<file path="src/rtl/vend_pkg.sv">
// Shared types, coin values and price lookup for the vending controller.
package vend_pkg;

    typedef enum logic [1:0] {
        IDLE   = 2'd0,
        ACCUM  = 2'd1,
        VEND   = 2'd2,
        CHANGE = 2'd3
    } state_t;

    localparam int unsigned COIN_W = 3;

    localparam logic [COIN_W-1:0] NICKEL  = 3'd1;
    localparam logic [COIN_W-1:0] DIME    = 3'd2;
    localparam logic [COIN_W-1:0] QUARTER = 3'd5;

    localparam int unsigned PRICE_VEC_W = 256;
    localparam int unsigned PRICE_MAX_W = 16;

    // Extract entry idx of width w from a flat, zero-extended price vector.
    function automatic logic [PRICE_MAX_W-1:0] price_at(
        input logic [PRICE_VEC_W-1:0] prices,
        input int unsigned            idx,
        input int unsigned            w
    );
        logic [PRICE_VEC_W-1:0] shifted;
        shifted = prices >> (idx * w);
        return PRICE_MAX_W'(shifted) & PRICE_MAX_W'((32'd1 << w) - 32'd1);
    endfunction

endpackage

</file>
<file path="src/rtl/vend_coin_decode.sv">
// One-hot check of the coin strobes; yields the accepted coin value.
module vend_coin_decode
    import vend_pkg::*;
(
    input  logic              n,
    input  logic              d,
    input  logic              q,
    output logic              coin_valid,
    output logic              multi_coin,
    output logic [COIN_W-1:0] coin_value
);

    always_comb begin
        coin_valid = 1'b0;
        multi_coin = 1'b0;
        coin_value = '0;
        unique case ({q, d, n})
            3'b000: ;
            3'b001: begin coin_valid = 1'b1; coin_value = NICKEL;  end
            3'b010: begin coin_valid = 1'b1; coin_value = DIME;    end
            3'b100: begin coin_valid = 1'b1; coin_value = QUARTER; end
            default: multi_coin = 1'b1;
        endcase
    end

endmodule

</file>
<file path="src/rtl/vend_ctrl.sv">
// Parametrised vending controller: credit, vend handshake, nickel change.
// Optional cancel/refund input enabled by defining VEND_CANCEL_EN.
module vend_ctrl
    import vend_pkg::*;
#(
    parameter int unsigned CREDIT_W   = 5,
    parameter int unsigned MAX_CREDIT = 20,
    parameter int unsigned NUM_PROD   = 3,
    parameter int unsigned SEL_W      = 2,
    parameter logic [NUM_PROD*CREDIT_W-1:0] PRICES = {5'd6, 5'd4, 5'd2}
) (
    input  logic                clk,
    input  logic                reset,
    input  logic                n,
    input  logic                d,
    input  logic                q,
    input  logic                D,
    input  logic [SEL_W-1:0]    sel,
    input  logic                disp_ready,
    output logic                disp_valid,
    output logic [SEL_W-1:0]    disp_id,
    output logic                change_pulse,
    output logic                coin_reject,
    output logic                deny,
    output logic [CREDIT_W-1:0] credit,
    output logic                busy
`ifdef VEND_CANCEL_EN
    ,
    input  logic                cancel
`endif
);

    localparam int unsigned SUM_W = CREDIT_W + 1;

    state_t              state_q, state_d;
    logic [CREDIT_W-1:0] credit_d;
    logic [SEL_W-1:0]    disp_id_d;
    logic                disp_valid_d, change_pulse_d, coin_reject_d, deny_d, busy_d;

    logic                coin_valid, multi_coin, any_coin;
    logic [COIN_W-1:0]   coin_value;
    logic [SUM_W-1:0]    coin_sum;
    logic                coin_fits;
    logic [CREDIT_W-1:0] sel_price;
    logic                vend_ok;
    logic                cancel_req;

`ifdef VEND_CANCEL_EN
    assign cancel_req = cancel;
`else
    assign cancel_req = 1'b0;
`endif

    vend_coin_decode u_coin_decode (
        .n          (n),
        .d          (d),
        .q          (q),
        .coin_valid (coin_valid),
        .multi_coin (multi_coin),
        .coin_value (coin_value)
    );

    assign any_coin  = coin_valid | multi_coin;
    assign coin_sum  = SUM_W'(credit) + SUM_W'(coin_value);
    assign coin_fits = coin_sum <= SUM_W'(MAX_CREDIT);
    // Out-of-range selects read zero-padding, but sel range is checked before use.
    assign sel_price = CREDIT_W'(price_at(PRICE_VEC_W'(PRICES), 32'(sel), CREDIT_W));
    assign vend_ok   = D && (32'(sel) < NUM_PROD) && (credit >= sel_price);

    always_ff @(posedge clk) begin
        if (reset) begin
            state_q      <= IDLE;
            credit       <= '0;
            disp_valid   <= 1'b0;
            disp_id      <= '0;
            change_pulse <= 1'b0;
            coin_reject  <= 1'b0;
            deny         <= 1'b0;
            busy         <= 1'b0;
        end else begin
            state_q      <= state_d;
            credit       <= credit_d;
            disp_valid   <= disp_valid_d;
            disp_id      <= disp_id_d;
            change_pulse <= change_pulse_d;
            coin_reject  <= coin_reject_d;
            deny         <= deny_d;
            busy         <= busy_d;
        end
    end

    always_comb begin
        state_d        = state_q;
        credit_d       = credit;
        disp_valid_d   = 1'b0;
        disp_id_d      = '0;
        change_pulse_d = 1'b0;
        coin_reject_d  = 1'b0;
        deny_d         = 1'b0;

        unique case (state_q)
            IDLE, ACCUM: begin
                if (cancel_req && state_q == ACCUM) begin
                    state_d       = CHANGE;
                    coin_reject_d = any_coin;
                end else if (vend_ok) begin
                    // Vend wins over a same-cycle coin; price taken from pre-coin credit.
                    state_d       = VEND;
                    credit_d      = credit - sel_price;
                    disp_valid_d  = 1'b1;
                    disp_id_d     = sel;
                    coin_reject_d = any_coin;
                end else begin
                    deny_d = D;
                    if (multi_coin || (coin_valid && !coin_fits)) begin
                        coin_reject_d = 1'b1;
                    end else if (coin_valid) begin
                        credit_d = CREDIT_W'(coin_sum);
                        state_d  = ACCUM;
                    end
                end
            end
            VEND: begin
                coin_reject_d = any_coin;
                if (disp_ready) begin
                    state_d = (credit != '0) ? CHANGE : IDLE;
                end else begin
                    disp_valid_d = 1'b1;
                    disp_id_d    = disp_id;
                end
            end
            CHANGE: begin
                coin_reject_d = any_coin;
                if (credit != '0) begin
                    change_pulse_d = 1'b1;
                    credit_d       = credit - CREDIT_W'(1);
                    if (credit == CREDIT_W'(1)) state_d = IDLE;
                end else begin
                    state_d = IDLE;
                end
            end
            default: state_d = IDLE;
        endcase

        busy_d = (state_d == VEND) || (state_d == CHANGE);
    end

endmodule

</file>
<file path="config.mk">
export PLATFORM = sky130hd
export DESIGN_NAME = vend_ctrl
export DESIGN_NICKNAME = d
export VERILOG_FILES = /design/src/rtl/vend_pkg.sv /design/src/rtl/vend_coin_decode.sv /design/src/rtl/vend_ctrl.sv
export SDC_FILE = /design/constraint.sdc
export NUM_CORES = 1
export LEC_CHECK = 0
export ABC_AREA = 1
export CORE_MARGIN = 8
export CORE_UTILIZATION = 51
export DETAILED_ROUTE_END_ITERATION = 10
export GPL_TIMING_DRIVEN = 0
export PLACE_DENSITY_LB_ADDON = 0.08
export SYNTH_ARGS = -nofsm -noshare
export SYNTH_HDL_FRONTEND = slang
export SYNTH_HIERARCHICAL = 1
export SYNTH_SLANG_ARGS = --single-unit
</file>
<file path="constraint.sdc">
create_clock -name clk -period 2.55 [get_ports clk]
set_clock_uncertainty 0.05 [all_clocks]
set_input_delay 0.51 -clock clk [delete_from_list [all_inputs] [get_ports clk]]
set_output_delay 0.51 -clock clk [all_outputs]
set_load 0.05 [all_outputs]
</file>
==> results of run 1 <==
-- worst min-delay path, stage by stage (launching register included) --
cell	delay [ps]
dfxtp_1	320
nand3_1	80
a21oi_1	60
-- layout by cell type, fill, tap and decap left out --
cell type / count
nand3_4: 1
nor3_1: 2
nand3_2: 3
o211ai_1: 1
clkbuf_4: 3
o21ai_1: 1
fa_2: 1
nor2_4: 2
nand2_4: 3
ha_2: 1
xor2_2: 2
buf_6: 1
nand3_1: 17
ha_4: 1
inv_1: 24
clkdlybuf4s50_1: 17
a21oi_1: 9
clkbuf_1: 1
a21oi_2: 1
or2_2: 1
buf_4: 3
a211oi_1: 1
nor4_1: 1
o21ai_0: 7
a31oi_1: 1
dlygate4sd2_1: 3
nand2_2: 4
xor2_1: 2
nand4_1: 3
inv_2: 2
dfxtp_1: 13
nor2_1: 18
ha_1: 8
inv_4: 1
a41oi_1: 1
nand2_1: 38
-- routing by layer --
layer  wire length, um  up-vias  part of all wire (%)  track usage (%)
met3               210        5                   7.2             4.59
li1                  -      606                     -                -
met4                19        0                  0.65             2.56
met2              1360       38                    47             25.0
met1              1330      534                    45             17.5
met5                 0        -                     0                0
-- through the flow --
step / cells / worst slack, ps / cell area (um^2)
global placement: 218 / -330 / 1370
floorplan: 170 / 331 / 1130
global route: 226 / 19.1 / 1460
CTS: 223 / 34.5 / 1420
finish: 226 / 84.0 / 1460
detailed placement: 218 / -400 / 1370
-- power by group through the flow --
stage | logic [uW] | clock network (uW) | registers (uW)
6_report | 1320 | 135 | 384
5_1_grt | 1450 | 148 | 392
4_1_cts | 1260 | 137 | 378
3_5_place_dp | 1220 | 0 | 382
3_3_place_gp | 1200 | 0 | 381
2_1_floorplan | 730 | 0 | 569
-- cell type report --
type / instances / area share [%]
Sequential cell: 13 / 17.9
Tap cell: 28 / 2.40
Buffer: 1 / 0.773
Inverter: 27 / 7.12
Clock buffer: 4 / 1.80
Multi-Input combinational cell: 130 / 55.0
Timing Repair Buffer: 23 / 15.0
-- path summary, 6_finish.rpt --
kind	startpoint	to	slack, ps	cells after the start
max	sel[0]	coin_reject	80	13
max reg2reg	credit[1]	coin_reject	410	11
min	disp_id[1]	disp_id[1]	450	2
min reg2reg	disp_id[1]	disp_id[1]	450	2
-- logic make-up after synthesis --
group	after synthesis
DFF	13
xor gates and xnor gates	4
adders and majority gates	11
AOI/OAI and AO/OA	22
and+or+nand+nor	92
buffers and inverters	28
-- state kept, by name, summed over array words and instances, names as in the netlist --
register and count:
busy 1, deny 1, state_q 1, credit 5, disp_valid 1, disp_id 2, change_pulse 1, coin_reject 1
-- repair_timing --
item                                   in CTS  in global routing
cloned                                      1                  0
hold buffers                                0                  0
pin swaps                                   4                  2
endpoints found under the hold margin       0                  0
resized for setup                           7                  2
setup endpoints to repair                   5                  5
setup buffers                               0                  3
==> reports/results.txt, run 1 <==
I/O Buffers: 20
Nets@finish: 219
Top-count cell post-synth: nand2_1
Area of the multi-input gates: 802 um^2
CTS Buf Count: 3
Synth cell count leaders: nand2_1 (38), inv_1 (24), nor2_1 (18)
Final Power: 1840 uW
Syn Area/Cell: 6.67 um^2
Core area: 2150 um^2
H-tree depth: 1
Final cycle utilization of the critical path: 96.7%
Switch Pwr: 1010 uW
Root Buffer: clkbuf_4
Register area: 260 um^2
Clock slew seen by the registers of the worst setup and hold paths: 70 ps
VDD IR max: 0.933 mV
WP buf/inv: 5
Die Width: 63.1 um
Comb pwr share: 71.8%
Post-Syn Area: 1130 um^2
Yosys Warn Count: 6
Max Cap Violations: 0
Main combinational cell family by area after synthesis: simple AND/OR/NAND/NOR gates
Post-synthesis cell count: 170
Vias/cell: 5.23
Pint: 828 uW
DR WL/cell: 12.9 um
Top cells by area, synth: dfxtp_1 (23%), nand2_1 (13%), ha_1 (11%), inv_1 (7.9%), nand3_1 (7.5%)
Post-synth cell types: 28
Initial antenna violation count: 0
Main flop type after synthesis: dfxtp_1
Worst path most repeated cell: inv_1
CTS tree: built
Worst slew pin tran: 499 ps
ANT nets after route: 0
GPL Wtd Cong: 0.856
Largest net degree at the start of global routing: 11
Critical Path Source Type: primary input
Number of global-route vias before repair: 1,140
LEAKAGE: 0.000733 uW
Die area: 3990 um^2
Chip height: 63.1 um
GRT Residual Overflow: 0
Initial DRC Count: 40
Final Hold Vio Count: 0
Post-synth top area share: 23.0%
Critical Path, Cell by Cell: clkdlybuf4s50_1, ha_1, inv_1, ha_4, a21oi_2, nand3_2, nand2_4, inv_4, nor2_4, buf_4, nand3_1, o211ai_1, inv_1
Clk_lat worst skew: 290 ps
Synth Area in XOR/XNOR: 3.75%
Slowest CP cell: clkdlybuf4s50_1
DR vias: 1,183
Row count: 17
Clock period minus worst slack: 2470 ps
Util after Layout: 67.9%
Share of flip-flops with an asynchronous set or reset: 0%
GRT Util Overall: 14.6%
Switching share of power: 55.0%
Fmax: 406 MHz
Post-synthesis adder-cell area fraction: 12.8%
Synth Register Bits: 13
Arr. time, crit path: 2590 ps
CP endpoint kind: flop
Setup CP Type: in -> reg
Leading area contributor after synthesis: dfxtp_1
Setup TNS: 0 ps
Post-Synth Simple-Gate Area: 39.4%
Critical path's top delay family: buffers and inverters
Critical Path Fanout Max: 6
Unrepaired setup endpoints after global routing: no
Area Overhead vs Synth: 28.6%
Post-Route WL: 2920 um
First-pass GRT wire length: 4950 um
Max Root-Sink Buffers: 2
Clk pwr share: 7.3%
Post-synthesis mux area share: 0%
Initial Utilization: 52.8%
Crit-path max cell delay: 460 ps
Min-Delay Path Class: reg -> reg
Status: finished, final reports clean
Post-synthesis compound-gate area fraction: 10.9%
Final routed DRC violation total: 0
Pwr Density: 1260 nW/um^2
Fillers: 202
Slew Limit Fails: 0
Sink Count: 13
Hold Worst Slack: 447 ps
CP required: 2670 ps
Share of cells above drive strength 1: 15.2%
Post-synth EDFFs: 0
Sequential Power Share: 20.9%
DRT Pass-1 Iters: 5
Diode count: 0
Synthesized Nets: 190
Sequential fraction of the synthesis area: 23.0%
DP HPWL: 2140 um
Setup-failing EPs final: 0
I/O pins: 21
Normalized max-slew margin: 66.6%
Power figures use the tool's default switching activity.
==> run 2, diff against run 1 <==
--- a/config.mk
+++ b/config.mk
@@ -6,12 +6,12 @@
 export NUM_CORES = 1
 export LEC_CHECK = 0
 export ABC_AREA = 1
+export CAP_MARGIN = 5
 export CORE_MARGIN = 8
-export CORE_UTILIZATION = 51
+export CORE_UTILIZATION = 52
 export DETAILED_ROUTE_END_ITERATION = 10
 export GPL_TIMING_DRIVEN = 0
 export PLACE_DENSITY_LB_ADDON = 0.08
 export SYNTH_ARGS = -nofsm -noshare
 export SYNTH_HDL_FRONTEND = slang
-export SYNTH_HIERARCHICAL = 1
 export SYNTH_SLANG_ARGS = --single-unit
==> reports/results.txt, run 2 <==
Status: finished, final reports clean
Share of flip-flops with an asynchronous set or reset: 0% (unchanged)
Largest net degree at the start of global routing: 10 (-1)
ANT nets after route: 0 (unchanged)
DR vias: 1,221 (+3.2%)
Setup-failing EPs final: 0 (unchanged)
Number of global-route vias before repair: 1,123 (-1.5%)
Row count: 17 (unchanged)
Post-synthesis mux area share: 0% (unchanged)
PnR worst setup slack: 140 ps (+55.5 ps)
Fillers: 195 (-3.5%)
GRT Util Overall: 15.3% (+0.73 points)
Normalized max-slew margin: 66.7% (about the same)
CTS Buf Count: 3 (unchanged)
GPL Wtd Cong: 0.873 (+1.9%)
Clock slew seen by the registers of the worst setup and hold paths: 100 ps (+30 ps)
Largest regs: credit x5, disp_id x2, state_q x2
First-pass GRT wire length: 4980 um (+0.69%)
Final cycle utilization of the critical path: 94.5% (-2.2 points)
Hold Worst Slack: 439 ps (-8.63 ps)
Share of cells above drive strength 1: 17.4% (+2.3 points)
Post-synth EDFFs: 0 (unchanged)
GRT Residual Overflow: 0 (unchanged)
Vias/cell: 5.33 (+1.9%)
Initial antenna violation count: 0 (unchanged)
Yosys Warn Count: 0 (-6)
Top cells by area, synth: dfxtp_1 (25%), nand2_1 (12%), ha_1 (9.9%), nand3_1 (8.8%), inv_1 (7.9%)
Final routed DRC violation total: 0 (unchanged)
Critical Path, Cell by Cell: clkdlybuf4s50_1, ha_1, inv_1, ha_4, a21oi_2, nand3_2, nand3_4, inv_4, nor2_4, nand2_4, nand2_2, nand2_1, nand2_1, nor2_1
CP endpoint kind: flop
Post-synthesis compound-gate area fraction: 13.3% (+2.4 points)
Setup CP Type: in -> reg
Arr. time, crit path: 2550 ps (-40 ps)
Initial Utilization: 53.0% (+0.23 points)
Syn Area/Cell: 6.58 um^2 (-1.3%)
Min-Delay Path Class: reg -> reg
Die area: 3940 um^2 (-1.1%)
Sequential fraction of the synthesis area: 24.6% (+1.7 points)
Post-Synth Simple-Gate Area: 37.5% (-1.9 points)
Area Overhead vs Synth: 29.1%
Slew Limit Fails: 0 (unchanged)
Clock period minus worst slack: 2410 ps (-55.5 ps)
DR WL/cell: 12.8 um (-0.90%)
Biggest register: credit
Worst path most repeated cell: nand2_1
H-tree depth: 1 (unchanged)
Post-synthesis adder-cell area fraction: 11.6% (-1.2 points)
Root Buffer: clkbuf_4
Top-count cell post-synth: nand2_1
I/O pins: 21 (unchanged)
Most frequent cells in the layout: nand2_1 (36), inv_1 (24), nand3_1 (19)
Post-CTS Hold Buffers: 0 (unchanged)
Fmax: 415 MHz (+2.3%)
Final Hold Vio Count: 0 (unchanged)
Initial DRC Count: 48 (+20%)
Leading cell type in the layout, fill and taps excluded: nand2_1
Chip height: 62.8 um (-0.55%)
Post-synth cell types: 26 (-7.1%)
Max Root-Sink Buffers: 2 (unchanged)
Register area: 280 um^2 (+7.7%)
DP HPWL: 2270 um (+5.8%)
Crit-path max cell delay: 480 ps (+20 ps)
Main flop type after synthesis: dfxtp_1
Slowest CP cell: clkdlybuf4s50_1
Core area: 2150 um^2 (unchanged)
Critical Path Fanout Max: 9 (+3)
Die Width: 62.8 um (-0.55%)
VDD IR max: 0.606 mV (-35%)
DRT Pass-1 Iters: 4 (-1)
Synth Area in XOR/XNOR: 3.08% (-0.68 points)
Post-Route WL: 2930 um (+0.41%)
Sink Count: 14 (+1)
Main combinational cell family by area after synthesis: simple AND/OR/NAND/NOR gates
I/O Buffers: 20 (unchanged)
CP required: 2690 ps (+20 ps)
Area of the multi-input gates: 785 um^2 (-2.2%)
Setup WS pre-CTS: -469 ps (-69.7 ps)
Post-Syn Area: 1140 um^2 (+0.44%)
Synthesized Nets: 192 (+1.1%)
Post-synthesis cell count: 173 (+1.8%)
Unrepaired setup endpoints after global routing: no
Critical Path Source Type: primary input
Clk_lat worst skew: 290 ps (about the same)
Post-synth top area share: 24.6% (+1.7 points)
Leading area contributor after synthesis: dfxtp_1
Util after Layout: 68.4% (+0.58 points)
Nets@finish: 221 (+0.91%)
CTS tree: built
Synth cell count leaders: nand2_1 (36), inv_1 (24), nand3_1 (20)
Max Cap Violations: 0 (unchanged)
Max reg flops: 5 (unchanged)
Diode count: 0 (unchanged)
Worst slew pin tran: 498 ps (-0.878 ps)
Pwr Density: 978 nW/um^2 (-22%)
LEAKAGE: 0.000710 uW (-3.1%)
Synth Register Bits: 14 (+1)
-- run 2: changes by cell type after synthesis, moves of 2 or more --
cell | before | now
nand2_1 | 38 | 36
xnor2_1 | 0 | 2
nor3_1 | 2 | 0
inv_2 | 2 | 5
a21oi_1 | 9 | 11
nand3_1 | 17 | 20
nand3_2 | 4 | 2
-- run 2: path summary, 6_finish.rpt --
kind / start / end / slack, ps / cells past startpoint
worst min-delay path: disp_id[1] / disp_id[1] / 440 / 2
worst max register to register: credit[0] / credit[4] / 360 / 13
worst max-delay path: sel[1] / credit[4] / 140 / 14
worst min register to register: disp_id[1] / disp_id[1] / 440 / 2
-- run 2: timing repair --
action / 4_1_cts / 5_1_grt
pin swaps: 4 / 8
setup endpoints to repair: 7 / 8
resized for setup: 9 / 10
setup buffers: 2 / 2
-- run 2: critical path: cells and delay by family --
kind | cells | cell delay (ps)
buffers and inverters | 3 | 650
adders and majority gates | 2 | 460
and+or+nand+nor | 8 | 750
AOI/OAI and AO/OA | 1 | 180
-- run 2: stage by stage --
stage	area (um^2)	power [uW]	TNS (ps)	cells
after floorplan	1140	988	0	173
after global placement	1370	1200	-3340	221
after detailed placement	1370	1220	-3850	221
after CTS	1430	1400	0	227
after global routing	1470	1550	0	229
final	1470	1440	0	229
-- run 2: per-layer routing --
layer	track usage [%]	part of all wire, %	vias to the layer above
met4	5.98	1.9	0
li1	-	-	621
met5	0	0	-
met1	18.2	46	554
met2	25.6	47	37
met3	3.94	5.6	9
-- run 2: layout make-up --
cell class	count	area share, %
clock buffer	4	2.47
inverter	30	7.83
multi-input combinational	129	53.4
sequential	14	19.1
tap	28	2.38
timing repair buffer	24	14.9
-- run 2: cell families after synthesis --
family                     Yosys count
DFF                                 14
adders and majority gates           10
xor gates and xnor gates             4
buffers and inverters               30
AOI/OAI and AO/OA                   26
and+or+nand+nor                     89
-- run 2: report_power, final --
group          internal, uW  total (uW)  switching (uW)
Combinational           329         919             591
Sequential              276         350            74.5
Clock                  87.0         168            80.9
Total                   691        1440             746
